--- config.mk ---
export PLATFORM = sky130hd
export DESIGN_NAME = mc_ctrl
export DESIGN_NICKNAME = d
export VERILOG_FILES = /design/src/rtl/mc_pkg.sv /design/src/rtl/mc_decode.sv /design/src/rtl/mc_ctrl.sv
export SDC_FILE = /design/constraint.sdc
export NUM_CORES = 1
export LEC_CHECK = 0
export CAP_MARGIN = 25
export CORE_ASPECT_RATIO = 0.8
export CORE_MARGIN = 4
export CORE_UTILIZATION = 30
export CTS_BUF_LIST = sky130_fd_sc_hd__clkbuf_4
export DETAILED_ROUTE_END_ITERATION = 10
export GPL_TIMING_DRIVEN = 0
export PLACE_DENSITY = 0.61
export SLEW_MARGIN = 20
export SYNTH_ARGS = -nofsm -noshare
export SYNTH_HDL_FRONTEND = slang
export SYNTH_SLANG_ARGS = --single-unit
--- constraint.sdc ---
create_clock -name clk -period 6.68 [get_ports clk]
set_clock_uncertainty 0.15 [all_clocks]
set_input_delay 1.67 -clock clk [delete_from_list [all_inputs] [get_ports clk]]
set_output_delay 1.67 -clock clk [all_outputs]
set_load 0.01 [all_outputs]
--- src/rtl/mc_pkg.sv ---
// Shared types and constants for the multicycle MIPS control sequencer.
package mc_pkg;

  // Sequencer states; every instruction starts in FETCH
  typedef enum logic [2:0] {
    FETCH,
    DCD,
    EXE,
    MEM,
    WB
  } state_t;

  // Primary opcodes (IR[31:26])
  localparam logic [5:0] OP_R    = 6'b000000;
  localparam logic [5:0] OP_ORI  = 6'b001101;
  localparam logic [5:0] OP_LUI  = 6'b001111;
  localparam logic [5:0] OP_ADDI = 6'b001000;
  localparam logic [5:0] OP_LW   = 6'b100011;
  localparam logic [5:0] OP_LB   = 6'b100000;
  localparam logic [5:0] OP_SW   = 6'b101011;
  localparam logic [5:0] OP_BEQ  = 6'b000100;
  localparam logic [5:0] OP_J    = 6'b000010;
  localparam logic [5:0] OP_JAL  = 6'b000011;

  // R-type function codes (IR[5:0])
  localparam logic [5:0] FN_ADDU = 6'b100001;
  localparam logic [5:0] FN_SUBU = 6'b100011;
  localparam logic [5:0] FN_SLT  = 6'b101010;
  localparam logic [5:0] FN_JR   = 6'b001000;

  // ALU operation select
  localparam logic [2:0] ALU_ADD = 3'b000;
  localparam logic [2:0] ALU_SUB = 3'b001;
  localparam logic [2:0] ALU_OR  = 3'b010;
  localparam logic [2:0] ALU_SLT = 3'b011;
  localparam logic [2:0] ALU_LUI = 3'b100;

  // Next-PC source select
  localparam logic [1:0] NPC_PC4 = 2'b00;
  localparam logic [1:0] NPC_BR  = 2'b01;
  localparam logic [1:0] NPC_J   = 2'b10;
  localparam logic [1:0] NPC_JR  = 2'b11;

  // Instruction class: decides the state path through the sequencer.
  // CL_ALU covers both R-type arithmetic and the immediate forms (EXE -> WB).
  typedef enum logic [2:0] {
    CL_ILL,
    CL_ALU,
    CL_LOAD,
    CL_STORE,
    CL_BEQ,
    CL_J,
    CL_JR,
    CL_JAL
  } iclass_t;

  // Per-instruction datapath settings; the sequencer decides when they apply
  typedef struct packed {
    logic       alusrc;
    logic [2:0] aluop;
    logic       ext_sel;
    logic       regdst;
    logic       memtoreg;
    logic       lb_flag;
    logic       of_control;
    logic       jal_sel;
  } ctrl_t;

endpackage

--- src/rtl/mc_decode.sv ---
// Combinational instruction decoder: op/funct -> class plus control bundle.
module mc_decode
  import mc_pkg::*;
(
  input  logic [5:0] op,
  input  logic [5:0] funct,
  output iclass_t    iclass,
  output ctrl_t      ctrl
);

  // Anything not listed decodes as illegal with an all-zero bundle
  always_comb begin
    iclass = CL_ILL;
    ctrl   = '0;
    case (op)
      OP_R: begin
        case (funct)
          FN_ADDU: begin iclass = CL_ALU; ctrl.regdst = 1'b1; ctrl.aluop = ALU_ADD; end
          FN_SUBU: begin iclass = CL_ALU; ctrl.regdst = 1'b1; ctrl.aluop = ALU_SUB; end
          FN_SLT:  begin iclass = CL_ALU; ctrl.regdst = 1'b1; ctrl.aluop = ALU_SLT; end
          FN_JR:   iclass = CL_JR;
          default: ;
        endcase
      end
      OP_ORI: begin
        iclass = CL_ALU; ctrl.alusrc = 1'b1; ctrl.aluop = ALU_OR;
      end
      OP_LUI: begin
        iclass = CL_ALU; ctrl.alusrc = 1'b1; ctrl.aluop = ALU_LUI;
      end
      OP_ADDI: begin
        iclass = CL_ALU; ctrl.alusrc = 1'b1; ctrl.ext_sel = 1'b1;
        ctrl.aluop = ALU_ADD; ctrl.of_control = 1'b1;
      end
      OP_LW: begin
        iclass = CL_LOAD; ctrl.alusrc = 1'b1; ctrl.ext_sel = 1'b1;
        ctrl.aluop = ALU_ADD; ctrl.memtoreg = 1'b1;
      end
      OP_LB: begin
        iclass = CL_LOAD; ctrl.alusrc = 1'b1; ctrl.ext_sel = 1'b1;
        ctrl.aluop = ALU_ADD; ctrl.memtoreg = 1'b1; ctrl.lb_flag = 1'b1;
      end
      OP_SW: begin
        iclass = CL_STORE; ctrl.alusrc = 1'b1; ctrl.ext_sel = 1'b1;
        ctrl.aluop = ALU_ADD;
      end
      OP_BEQ: begin
        iclass = CL_BEQ; ctrl.aluop = ALU_SUB;
      end
      OP_J:   iclass = CL_J;
      OP_JAL: begin
        iclass = CL_JAL; ctrl.jal_sel = 1'b1;
      end
      default: ;
    endcase
  end

endmodule

--- src/rtl/mc_ctrl.sv ---
// Multicycle sequencer for the single-bus MIPS datapath. Walks each
// instruction through FETCH/DCD/EXE/MEM/WB and drives the datapath strobes.
// Outputs are decoded from the current state; reset gates them immediately.
module mc_ctrl
  import mc_pkg::*;
#(
  parameter int MEM_WAIT_MAX = 16
) (
  input  logic       clk,
  input  logic       rst,
  input  logic [5:0] op,
  input  logic [5:0] funct,
  input  logic       zero,
  input  logic       mem_rdy,
  output logic       pc_wr,
  output logic       ir_wr,
  output logic [1:0] npc_sel,
  output logic       alusrc,
  output logic [2:0] aluop,
  output logic       ext_sel,
  output logic       regdst,
  output logic       regwrite,
  output logic       memtoreg,
  output logic       memwrite,
  output logic       lb_flag,
  output logic       of_control,
  output logic       jal_sel,
  output logic       instr_done,
  output logic       ill_op,
  output logic       mem_err
);

  localparam int               CNT_W    = (MEM_WAIT_MAX > 1) ? $clog2(MEM_WAIT_MAX) : 1;
  localparam logic [CNT_W-1:0] CNT_LAST = CNT_W'(MEM_WAIT_MAX - 1);

  state_t           state;
  logic [CNT_W-1:0] wait_cnt;
  iclass_t          iclass;
  ctrl_t            ctrl;
  logic             mem_timeout;

  mc_decode u_decode (
    .op     (op),
    .funct  (funct),
    .iclass (iclass),
    .ctrl   (ctrl)
  );

  // Last permitted MEM cycle passed without the memory answering
  assign mem_timeout = (wait_cnt == CNT_LAST) && !mem_rdy;

  // State register and MEM wait counter; reset aborts any instruction in flight
  always_ff @(posedge clk or posedge rst) begin
    if (rst) begin
      state    <= FETCH;
      wait_cnt <= '0;
    end else begin
      case (state)
        FETCH: state <= DCD;
        DCD: begin
          case (iclass)
            CL_J, CL_JR, CL_ILL: state <= FETCH;
            CL_JAL:              state <= WB;
            default:             state <= EXE;
          endcase
        end
        EXE: begin
          case (iclass)
            CL_LOAD, CL_STORE: state <= MEM;
            CL_BEQ:            state <= FETCH;
            default:           state <= WB;
          endcase
        end
        MEM: begin
          if (mem_rdy) begin
            wait_cnt <= '0;
            state    <= (iclass == CL_STORE) ? FETCH : WB;
          end else if (mem_timeout) begin
            wait_cnt <= '0;
            state    <= FETCH;
          end else begin
            wait_cnt <= wait_cnt + CNT_W'(1);
          end
        end
        WB:      state <= FETCH;
        default: state <= FETCH;
      endcase
    end
  end

  // State-qualified strobe generation; ALU settings stay up from EXE through WB
  always_comb begin
    pc_wr      = 1'b0;
    ir_wr      = 1'b0;
    npc_sel    = NPC_PC4;
    alusrc     = 1'b0;
    aluop      = ALU_ADD;
    ext_sel    = 1'b0;
    regdst     = 1'b0;
    regwrite   = 1'b0;
    memtoreg   = 1'b0;
    memwrite   = 1'b0;
    lb_flag    = 1'b0;
    of_control = 1'b0;
    jal_sel    = 1'b0;
    instr_done = 1'b0;
    ill_op     = 1'b0;
    mem_err    = 1'b0;
    if (!rst) begin
      case (state)
        FETCH: begin
          ir_wr = 1'b1;
          pc_wr = 1'b1;
        end
        DCD: begin
          case (iclass)
            CL_J:   begin pc_wr = 1'b1; npc_sel = NPC_J;  instr_done = 1'b1; end
            CL_JR:  begin pc_wr = 1'b1; npc_sel = NPC_JR; instr_done = 1'b1; end
            CL_JAL: begin pc_wr = 1'b1; npc_sel = NPC_J; end
            CL_ILL: begin ill_op = 1'b1; instr_done = 1'b1; end
            default: ;
          endcase
        end
        EXE: begin
          alusrc  = ctrl.alusrc;
          aluop   = ctrl.aluop;
          ext_sel = ctrl.ext_sel;
          // Branch target was formed from the PC+4 already committed in FETCH
          if (iclass == CL_BEQ) begin
            npc_sel    = NPC_BR;
            pc_wr      = zero;
            instr_done = 1'b1;
          end
        end
        MEM: begin
          alusrc     = ctrl.alusrc;
          aluop      = ctrl.aluop;
          ext_sel    = ctrl.ext_sel;
          memwrite   = (iclass == CL_STORE);
          lb_flag    = ctrl.lb_flag;
          mem_err    = mem_timeout;
          instr_done = mem_timeout || (mem_rdy && (iclass == CL_STORE));
        end
        WB: begin
          alusrc     = ctrl.alusrc;
          aluop      = ctrl.aluop;
          ext_sel    = ctrl.ext_sel;
          regwrite   = 1'b1;
          regdst     = ctrl.regdst;
          memtoreg   = ctrl.memtoreg;
          of_control = ctrl.of_control;
          jal_sel    = ctrl.jal_sel;
          instr_done = 1'b1;
        end
        default: ;
      endcase
    end
  end

endmodule
Word-level counts from Yosys, hierarchy flattened
Cells that the tools add are included. W data, S select, Z words.

Equality and inequality tests: 25. $add $sub $neg: 1. Mux-type cells: 59. Reductions and logical operators: 17.

Operator list (number): $mux W1 (40); $eq A6 B6 Y1 const B (6); $eq A6 B4 Y1 const B (4); $pmux W3 S4 (2); $pmux W3 S7 (1); $pmux W3 S2 (3); $eq A3 B3 Y1 const B (5); $mux W3 (5); $reduce_or A3 Y1 (5); $eq A3 B2 Y1 const B (4); $eq A6 B2 Y1 const B (2); $pmux W2 S2 (3); $mux W4 (2); $eq A6 B3 Y1 const B (1); $logic_not A3 Y1 (2); $logic_not A6 Y1 (1); $reduce_or A2 Y1 (3); $reduce_or A6 Y1 (1); $add A4 B1 Y4 const B (1); $eq A4 B4 Y1 const B (1); $pmux W1 S4 (1); $reduce_or A4 Y1 (1); $eq A3 B1 Y1 const B (1); $ne A3 B3 Y1 const B (1); 5 further kinds (6).

Bits in registers: 7. Output and inout bits: 19. Logic and storage cells: 104.

Logic depth before layout (Yosys ltp)
Depth after elaboration: 9. Depth in mapped cells: 7.

Hierarchy
A second synthesis with hierarchy kept.

Cell total of the unflattened synthesis: 143. Area, all modules: 1039.7 µm².

Modules (own cells, without submodules): mc_ctrl (seq. area each 175.2 µm², times used 1, area an instance 709.4 µm², cells an instance 92); mc_decode (seq. area each 0.0 µm², times used 1, area an instance 330.3 µm², cells an instance 51).

Worst setup path after synthesis
Ideal clock, no wire load.

Path type: input-to-output. From: in op[0]. To: out pc_wr. Setup slack: 1.424 ns. Arrival: 3.436 ns. Cell stages on the path: 7. Required time: 4.860 ns. Cell sequence: buf_6 > or3b_1 > a2111oi_4 > a41o_4 > nand3_4 > o21a_1 > a2111oi_2.

Longest elaborated chain between the ends: 8.

RTL lines: start, declared (RTL line mc_ctrl.sv:11) `input logic [5:0] op,`; $eq A6 B4 Y1 or $eq A6 B6 Y1 (tied branches) (RTL line mc_decode.sv:15) `case (op)`; $reduce_or A3 Y1 (no source line) or $reduce_or A2 Y1 (tied branches); $pmux W3 S7 * (RTL line mc_decode.sv:15); $eq A3 B3 Y1 (RTL line mc_ctrl.sv:116) `case (iclass)`; $reduce_or A3 Y1 (no source line); $mux W1 (RTL line mc_ctrl.sv:116); $pmux W1 S3 * (RTL line mc_ctrl.sv:110) `case (state)`; $mux W1 * (RTL line mc_ctrl.sv:109) `if (!rst) begin`; end, declared (RTL line mc_ctrl.sv:15) `output logic pc_wr,`.

Mark *: on every way between the ends. The rest lies on a longest branch, timed or not.

Worst setup path in the final report
From: in op[5]. To: out pc_wr.

The elaborated chain is that of the path after synthesis.

==> flow_summary.yaml <==
global_routing:
  grt_pass1_vias: 1037
  gr-usage-all-layers_pct: 13.7
  antenna_found_initial: 0
  grt_overflow: 0
  grt_max_degree: 11
  grt_pass1_wl_mm: 4.85
timing:
  final_max_slew_viol_count: 0
  slew-limit-headroom_pct: 67.1
  rsz0062_at_grt: "no"
  max_freq_mhz: 157
  timing.final.ws_setup_ns: 0.302
  fin_crit_sh_pct: 95.5
  setup_violations: 0
  fin_setup_tns_ns: 0
  tightest_slew_ns: 0.493
  final.min_clock_period_ns: 6.38
  finalHoldViolations: 0
floorplanning:
  rows: 18
  dieArea_um2: 4380
  design.core.area_um2: 3180
  ios: 35
  die_w_um: 73.0
  die_y_um: 60.0
  initial_core_util_pct: 32.0
clock_tree:
  hold_buffers: 0
  worstSkewPairLatency_ns: 0.25
  root_buffer: "clkbuf_4"
  tritoncts: "built"
  cts.sinks: 7
  clk_pin_slew_ns: 0.05
  cts_made_buffers: 3
  cts_resized: 0
  cts_max_level: 1
  clock_path_buffers: 2
  post-cts-setup-buffers: 0
setup_path:
  critPathMaxFanout: 10
  max_stage_delay_ns: 0.59
  endpoint_kind: "output pin"
  cp_data_required_time_ns: 4.86
  crit_type: "in -> out"
  crit_arrival_ns: 4.56
  crit_chain: "clkdlybuf4s50_1 -> buf_2 -> nor4_2 -> nand4_1 -> and3_1 -> nand3_1 -> nand3_1 -> a2111oi_2 -> clkdlybuf4s50_1"
  slowest_stage: "clkdlybuf4s50_1"
  worst-path-buf-inv: 3
  cp-start-kind: "input pin"
  crit_family: "simple AND/OR/NAND/NOR gates"
synth:
  syn_area_per_cell_um2: 7.30
  netlist.area_leader.share_pct: 17.3
  synth_top_cell_by_area: "dfrtp_1"
  synthFlopType: "dfrtp_1"
  synthArstFlopShare_pct: 100
  synthesis.area_um2: 1010
  synth.distinct_cells: 49
  synth_cells: 139
  yosysWarnings: 0
  ys_seq_elements: 7
  yosysSeqAreaShare_pct: 17.3
  synth_edf_count: 0
  synthTopCellsByArea: "dfrtp_1 17%, nor2_1 6.3%, nand2_1 4.4%"
  syn_nets: 156
place:
  pre_cts_ws_ns: 0.296
  portBuffers: 31
  hpwlAfterDp_mm: 2.34
  routabilityCongestion: 0.863
  dpl.cell_count: 210
routing:
  ant_nets: 0
  vias: 1172
  wl_per_cell_um: 13.6
  drt_pass1_iterations: 4
  vias_per_cell: 5.48
  routed_wl_mm: 2.92
  drt_iter0_drc: 110
  drc: 0
power_and_ir_drop:
  p_total_uw: 256
  p_per_area_nw_per_um2: 182
  swShare_pct: 41.9
  seqPwrFrac_pct: 25.9
  p_int_uw: 149
  clockPowerShare_pct: 16.8
  ir_drop_uv: 73.8
  p_sw_uw: 107
  combPwrFrac_pct: 57.3
  p_leak_nw: 0.524
cells_and_area:
  diodes: 0
  area_growth_syn_to_layout_pct: 38.5
  final_cell_mix: "31 x clkdlybuf4s50_1, 17 x nor2_1, 12 x nand2_1, 8 x nand3_1"
  nets: 192
  drive_above_1_share_pct: 11.5
  stdcell_count: 214
  layout_commonest_cell: "clkdlybuf4s50_1"
  fill_cells: 318
job:
  drv_cap: 0
worst_hold_path:
  hp-class: "reg -> reg"
outcome:
  status: "completed"
power by group through the flow:
stage / combinational [mW] / sequential [mW] / clock [mW]
CTS: 0.147 / 0.0663 / 0.0450
floorplan: 0.0995 / 0.0644 / 0
global placement: 0.144 / 0.0663 / 0
finish: 0.146 / 0.0661 / 0.0430
global route: 0.162 / 0.0687 / 0.0462
detailed placement: 0.146 / 0.0666 / 0
through the flow:
stage	area, um^2	hold slack, ns	util, %
2_1_floorplan	1010	0.326	-
3_3_place_gp	1380	0.345	43.3
3_5_place_dp	1380	0.355	43.3
4_1_cts	1410	0.367	44.2
5_1_grt	1410	0.402	44.2
6_report	1410	0.362	44.2
routing by layer:
metal  vias to the layer above  routed length (um)  global-route usage (%)
met3                         2                 186                    2.69
met5                         -                   0                       0
met4                         0                   8                    1.58
li1                        588                   -                       -
met1                       543                1450                    21.2
met2                        39                1280                    19.9
final cells by class:
class	instances	area, um^2	area share (%)
Multi-Input combinational cell	117	768	54.7
Timing Repair Buffer	31	310	22.1
Sequential cell	7	175	12.5
Buffer	10	52.6	3.74
Tap cell	40	50.0	3.56
Clock buffer	4	30.0	2.14
Inverter	5	18.8	1.34
cells in the mapped netlist (2+ instances only):
cell,n
buf_2,3
and2_1,2
nor3_1,4
o22ai_1,3
nand2_1,12
clkbuf_1,5
o21ai_0,6
a21oi_1,3
a21o_1,2
a211oi_1,2
nand3_1,8
nand3b_1,2
inv_1,5
nor4_1,5
or2_2,2
xnor2_1,3
dfrtp_1,7
and3_1,5
nand4_1,4
nor2_1,17
nand2b_1,7
nor4_2,2
nor2b_1,4
cell families after synthesis:
group                      Yosys count  share of synthesized area, %
and+or+nand+nor                     79                          43.9
muxes                                1                          1.11
AOI/OAI and AO/OA                   33                          26.9
xor gates and xnor gates             3                          2.59
adders and majority gates            1                          1.23
DFF                                  7                          17.3
buffers and inverters               15                          7.03
registers in the layout, indices dropped and copies added (netlist names):
register / flops
state: 3
wait_cnt: 4
final timing paths:
kind	to	startpoint	slack, ns	cells past startpoint
worst min register to register	wait_cnt[1]	wait_cnt[1]	0.36	2
min in group asynchronous	wait_cnt[1]	rst	1.44	2
worst max-delay path	pc_wr	op[5]	0.30	9
max in group asynchronous	state[1]	rst	4.69	2
worst min-delay path	wait_cnt[1]	wait_cnt[1]	0.36	2
worst max register to register	state[2]	state[2]	4.90	4
worst min-delay path, cell delays in order (launching register included):
cell and delay (ns):
dfrtp_1 0.36, nand2_1 0.05, o21ai_0 0.06
Note: power is estimated with default switching activity, not from simulation.
